<file path="src/rtl/dsm_cic_decimator_if.sv">
// -----------------------------------------------------------------------------
// dsm_cic_decimator_if
// Generic AXI4-Stream style channel (tdata/tvalid/tready) used for both the
// 1-bit DSM input stream and the W-bit PCM output stream of the decimator.
//   W       : tdata width
//   master  : drives tdata/tvalid, receives tready
//   slave   : receives tdata/tvalid, drives tready
// -----------------------------------------------------------------------------
interface dsm_cic_decimator_if #(
   parameter int W = 1
);
   logic [W-1:0] tdata;
   logic         tvalid;
   logic         tready;

   modport master (output tdata, output tvalid, input  tready);
   modport slave  (input  tdata, input  tvalid, output tready);
endinterface

</file>
<file path="src/rtl/dsm_cic_decimator.sv">
// -----------------------------------------------------------------------------
// dsm_cic_decimator
// Recovers signed WIDTH-bit PCM samples from a 1-bit delta-sigma bitstream
// with a 3rd-order CIC (sinc^3) decimator, ratio R = 2**DECIM_LOG2, followed
// by power-of-two scaling and saturation.
// Ports:
//   aclk         clock
//   arst_n       synchronous active-low reset
//   s_axis_data  slave stream, 1-bit DSM input (1 = +1, 0 = -1)
//   m_axis_data  master stream, WIDTH-bit signed decimated sample
// -----------------------------------------------------------------------------
module dsm_cic_decimator #(
   parameter int WIDTH      = 16,
   parameter int DECIM_LOG2 = 6,
   parameter int ACC_W      = 3*DECIM_LOG2+2
) (
   input  logic                 aclk,
   input  logic                 arst_n,
   dsm_cic_decimator_if.slave   s_axis_data,
   dsm_cic_decimator_if.master  m_axis_data
);

   localparam int SHIFT = 3*DECIM_LOG2 - (WIDTH-1);
   localparam int EXT_W = ACC_W + WIDTH;

   localparam logic signed [EXT_W-1:0] Y_MAX = {{(EXT_W-WIDTH+1){1'b0}}, {(WIDTH-1){1'b1}}};
   localparam logic signed [EXT_W-1:0] Y_MIN = {{(EXT_W-WIDTH+1){1'b1}}, {(WIDTH-1){1'b0}}};

   typedef enum logic [1:0] {
      WARM0,
      WARM1,
      RUN
   } warm_t;

   warm_t                  state, state_nxt;
   logic                   load;

   logic [ACC_W-1:0]       i1, i2, i3;
   logic [ACC_W-1:0]       d1, d2, d3;
   logic [DECIM_LOG2-1:0]  cnt;

   logic                   cnt_last, accept, dec_event;
   logic [ACC_W-1:0]       x, i1_new, i2_new, i3_new;
   logic [ACC_W-1:0]       c1, c2, c3;
   logic signed [EXT_W-1:0] c3_ext, y_shift;
   logic [WIDTH-1:0]       y;

   assign cnt_last  = &cnt;
   // Only the window-closing bit needs the output register free.
   assign s_axis_data.tready = ~(m_axis_data.tvalid & ~m_axis_data.tready & cnt_last);
   assign accept    = s_axis_data.tvalid & s_axis_data.tready;
   assign dec_event = accept & cnt_last;

   assign x      = s_axis_data.tdata[0] ? ACC_W'(1) : '1;
   assign i1_new = i1 + x;
   assign i2_new = i2 + i1_new;
   assign i3_new = i3 + i2_new;

   assign c1 = i3_new - d1;
   assign c2 = c1 - d2;
   assign c3 = c2 - d3;

   assign c3_ext = {{WIDTH{c3[ACC_W-1]}}, c3};

   generate
      if (SHIFT >= 0) begin : g_shr
         assign y_shift = c3_ext >>> SHIFT;
      end else begin : g_shl
         assign y_shift = c3_ext <<< (-SHIFT);
      end
   endgenerate

   always_comb begin
      y = y_shift[WIDTH-1:0];
      if (y_shift > Y_MAX) begin
         y = Y_MAX[WIDTH-1:0];
      end else if (y_shift < Y_MIN) begin
         y = Y_MIN[WIDTH-1:0];
      end
   end

   // Warm-up: the first two decimation events only prime the comb delays.
   always_ff @(posedge aclk) begin
      if (!arst_n) begin
         state <= WARM0;
      end else begin
         state <= state_nxt;
      end
   end

   always_comb begin
      state_nxt = state;
      load      = 1'b0;
      case (state)
         WARM0: if (dec_event) state_nxt = WARM1;
         WARM1: if (dec_event) state_nxt = RUN;
         RUN:   load = dec_event;
         default: state_nxt = WARM0;
      endcase
   end

   always_ff @(posedge aclk) begin
      if (!arst_n) begin
         i1  <= '0;
         i2  <= '0;
         i3  <= '0;
         d1  <= '0;
         d2  <= '0;
         d3  <= '0;
         cnt <= '0;
      end else if (accept) begin
         i1  <= i1_new;
         i2  <= i2_new;
         i3  <= i3_new;
         cnt <= cnt + DECIM_LOG2'(1);
         if (dec_event) begin
            d1 <= i3_new;
            d2 <= c1;
            d3 <= c2;
         end
      end
   end

   always_ff @(posedge aclk) begin
      if (!arst_n) begin
         m_axis_data.tdata  <= '0;
         m_axis_data.tvalid <= 1'b0;
      end else if (load) begin
         m_axis_data.tdata  <= y;
         m_axis_data.tvalid <= 1'b1;
      end else if (m_axis_data.tready) begin
         m_axis_data.tvalid <= 1'b0;
      end
   end

endmodule

</file>
<file path="src/flat_wrapper.sv">
// flat-port wrapper written by rule: the top's interface ports become plain ports
module dsm_cic_decimator_flat 
#(
   parameter int WIDTH      = 16,
   parameter int DECIM_LOG2 = 6,
   parameter int ACC_W      = 3*DECIM_LOG2+2
)
  (aclk, arst_n, s_axis_data_tdata, s_axis_data_tvalid, s_axis_data_tready, m_axis_data_tdata, m_axis_data_tvalid, m_axis_data_tready);
  dsm_cic_decimator_if #(.W(1)) s_axis_data_i ();
  dsm_cic_decimator_if #(.W(WIDTH)) m_axis_data_i ();
  input  logic aclk;
  input  logic arst_n;
  input wire logic [$bits(s_axis_data_i.tdata)-1:0] s_axis_data_tdata;
  input wire logic [$bits(s_axis_data_i.tvalid)-1:0] s_axis_data_tvalid;
  output wire logic [$bits(s_axis_data_i.tready)-1:0] s_axis_data_tready;
  output wire logic [$bits(m_axis_data_i.tdata)-1:0] m_axis_data_tdata;
  output wire logic [$bits(m_axis_data_i.tvalid)-1:0] m_axis_data_tvalid;
  input wire logic [$bits(m_axis_data_i.tready)-1:0] m_axis_data_tready;
  assign s_axis_data_i.tdata = s_axis_data_tdata;
  assign s_axis_data_i.tvalid = s_axis_data_tvalid;
  assign s_axis_data_tready = s_axis_data_i.tready;
  assign m_axis_data_tdata = m_axis_data_i.tdata;
  assign m_axis_data_tvalid = m_axis_data_i.tvalid;
  assign m_axis_data_i.tready = m_axis_data_tready;
  dsm_cic_decimator #(.WIDTH(WIDTH), .DECIM_LOG2(DECIM_LOG2), .ACC_W(ACC_W)) u_core (.aclk(aclk), .arst_n(arst_n), .s_axis_data(s_axis_data_i), .m_axis_data(m_axis_data_i));
endmodule
</file>
<file path="config.mk">
export PLATFORM = sky130hd
export DESIGN_NAME = dsm_cic_decimator_flat
export DESIGN_NICKNAME = d
export VERILOG_FILES = /design/src/rtl/dsm_cic_decimator_if.sv /design/src/rtl/dsm_cic_decimator.sv /design/src/flat_wrapper.sv
export SDC_FILE = /design/constraint.sdc
export NUM_CORES = 1
export LEC_CHECK = 0
export ABC_AREA = 1
export CAP_MARGIN = 10
export CORE_ASPECT_RATIO = 1.2
export CORE_MARGIN = 2
export CORE_UTILIZATION = 51
export CTS_CLUSTER_SIZE = 30
export DETAILED_ROUTE_END_ITERATION = 8
export GPL_TIMING_DRIVEN = 0
export PLACE_DENSITY = 0.65
export SLEW_MARGIN = 10
export SYNTH_ARGS = -nofsm -noshare
export SYNTH_HDL_FRONTEND = slang
export SYNTH_SLANG_ARGS = --single-unit
</file>
<file path="constraint.sdc">
create_clock -name aclk -period 13.8 [get_ports aclk]
set_input_delay 2.76 -clock aclk [delete_from_list [all_inputs] [get_ports aclk]]
set_output_delay 2.76 -clock aclk [all_outputs]
set_load 0.05 [all_outputs]
</file>
==> flow_metrics.tcl <==
set metrics [dict create \
    worstMarginPinSlew_ns 0.780 \
    hp-start "u_core.d3[1]" \
    nets 1707 \
    synthXorXnorAreaFrac_pct 8.03 \
    area_delta_synth_final_pct 10.6 \
    path_clk_slew_ns 0.07 \
    ff2ff_path_depth 49 \
    grt_pass1_wl_mm 44.1 \
    cts_hold_buf 0 \
    cts_buffer_depth 2 \
    post-route-period-util_pct 90.1 \
    die_y_um 163 \
    crit_required_ns 14.12 \
    setup_viol 0 \
    fin_util_pct 57.0 \
    gr-total-overflow 0 \
    post_cts_buffers 0 \
    viasPerCell 5.29 \
    min_path_type "reg2reg" \
    synth_edf_count 0 \
    grt_pass1_vias 9324 \
    ios 23 \
    synth-adder-area-share_pct 14.5 \
    max_freq_mhz 80.5 \
    cts_resized 0 \
    clkSinkCount 145 \
    critical_path_class "in2reg" \
    final-max-slew-violation-count 0 \
    fin_area_mm2 0.0118 \
    netlist_top_cells_area "dfxtp_1, ha_1, inv_1" \
    worstSetupStartpointType "input port" \
    hold_depth 2 \
    min_period_ns 12.43 \
    syn-cell-area_mm2 0.0107 \
    synthSimpleGateAreaFrac_pct 17.7 \
    skew_ns 0.0146 \
    r2r_slack_ns 4.47 \
    crit_top_cell "nand2_1" \
    syn_avg_cell_area_um2 6.94 \
    async_flop_share_pct 0 \
    tritoncts "done" \
    insertion_delay_ns 0.44 \
    synth_area_leader_cell "dfxtp_1" \
    critPathMaxFanout 18 \
    numPortBuffers 22 \
    postPlaceCellArea_mm2 0.0112 \
    final.setup.worst_slack_ns 1.37 \
    drive_gt1_share_pct 4.14 \
    grt_max_degree 19 \
    ys_types 45 \
    yosysSeqAreaShare_pct 27.2 \
    post-place-ws_ns 0.886 \
    relSlewSlack_pct 48.0 \
    slowest_stage "inv_1" \
    synthMuxAreaShare_pct 0 \
    dp_hpwl_mm 21.4 \
    rsz0062_at_grt "no" \
    dieWidth_um 136 \
    htreeDepth 4 \
    antenna_found_initial 0 \
    worstPathArrival_ns 12.75 \
    grt_usage_pct 25.2 \
    vias 9857 \
    cts_buffers 17 \
    wl_per_cell_um 14.5 \
    row_count 58 \
    diodes 0 \
    die-area_mm2 0.0221 \
    syn_nets 1666 \
    core_area_mm2 0.0208 \
    ant_nets 0 \
    cts-root-buf "clkbuf_16" \
    rr_endpoint "u_core.m_axis_data.tdata[9]" \
    drt_wl_total_mm 27.0 \
    synth_top_family_by_area "compound AO/OA/AOI/OAI gates" \
    synth-seq-cells 145 \
    syn_inst 1540 \
    tns_ns 0 \
    crit_path_end_kind "register" \
    start_util_pct 51.5 \
    place_congestion 0.910 \
    synth_compound_area_share_pct 21.6 \
    cp_slowest_stage_delay_ns 0.53 \
    finalHoldViolCount 0 \
    synth_warnings 0 \
    ys.flop_type "dfxtp_1" \
    outcome "completed" \
    dr.pass1.iters 5 \
    netlist.area_leader.share_pct 27.2 \
    r2r_start "u_core.i1[2]" \
    drt_iter0_drc 524 \
    drv_cap 0 \
    min_to "u_core.d3[1]" \
    drc 0 \
]
## worst max-delay path: cells and delay by family
family | cells | cell delay, ns
compound gates | 13 | 2.35
xor+xnor | 6 | 1.46
fa+ha+maj | 6 | 2.18
buf+inv | 8 | 1.66
simple gates | 18 | 2.31
## state kept, by name, summed over array words and instances, names as in the netlist
register                   count
u_core.i1                     20
u_core.m_axis_data.tdata      16
u_core.i3                     20
u_core.m_axis_data.tvalid      1
u_core.state                   2
u_core.d2                     20
u_core.cnt                     6
u_core.d3                     20
u_core.d1                     20
u_core.i2                     20
## how the worst max path moves through the flow
stage                     cells past startpoint              start                            to  slack (ns)
after global placement                       54  s_axis_data_tdata  u_core.m_axis_data.tdata[12]         1.0
after global routing                         54  s_axis_data_tdata  u_core.m_axis_data.tdata[10]        0.38
after floorplan                              52  s_axis_data_tdata  u_core.m_axis_data.tdata[10]        3.30
after detailed placement                     54  s_axis_data_tdata  u_core.m_axis_data.tdata[12]        0.89
after CTS                                    54  s_axis_data_tdata   u_core.m_axis_data.tdata[9]        1.31
final                                        51  s_axis_data_tdata   u_core.m_axis_data.tdata[9]        1.37
## logic make-up (layout without fill, tap and decap cells)
family	after synthesis	in the layout
compound gates	425	425
xor+xnor	98	98
fa+ha+maj	121	121
buf+inv	310	364
flops	145	145
simple gates	441	441
## placed cells by master, fill, tap and decap left out, drive strengths merged, types with 4 or more instances in the layout
| cell | n |
|---|---|
| a31oi | 13 |
| nor2 | 129 |
| o21ai | 169 |
| nor3 | 10 |
| nand3 | 60 |
| o211ai | 12 |
| buf | 4 |
| nand2 | 216 |
| inv | 274 |
| clkbuf | 58 |
| a21oi | 200 |
| xnor2 | 33 |
| dfxtp | 145 |
| xor2 | 65 |
| ha | 116 |
| nand4 | 14 |
| o21bai | 10 |
| o31ai | 5 |
| a211oi | 5 |
| clkdlybuf4s50 | 22 |
| fa | 5 |
## layout make-up
type | instances | area (µm²)
clock buffer | 18 | 429
tap | 270 | 338
timing repair buffer | 22 | 220
buffer | 44 | 181
multi-input combinational | 1085 | 6610
inverter | 266 | 998
clock inverter | 14 | 143
sequential | 145 | 2900
fill | 2074 | 8930
## cell usage after synthesis, drive strengths merged (5+ instances only)
cell and n:
dfxtp 145, o31ai 5, a31oi 13, fa 5, o21bai 10, nand3 60, nor3 10, nand4 14
a21oi 200, clkbuf 40, xor2 65, o211ai 12, nand2 216, a211oi 5, o21ai 169, ha 116
xnor2 33, inv 266, nor2 129
## through the flow
step | hold slack, ns | std cells
floorplan | 0.435 | 1540
global placement | 0.446 | 1832
detailed placement | 0.454 | 1832
CTS | 0.465 | 1864
global route | 0.487 | 1864
finish | 0.463 | 1864
## routing by layer
layer  wire [µm]  GRT usage [%]
met5           0              0
met4         776           8.66
met3         749           3.42
met2       14500           49.1
met1       11000           27.2
Power is left out: the tool's default activity adds up to more than one toggle a clock period on the data nets, which glitch-free logic cannot reach.
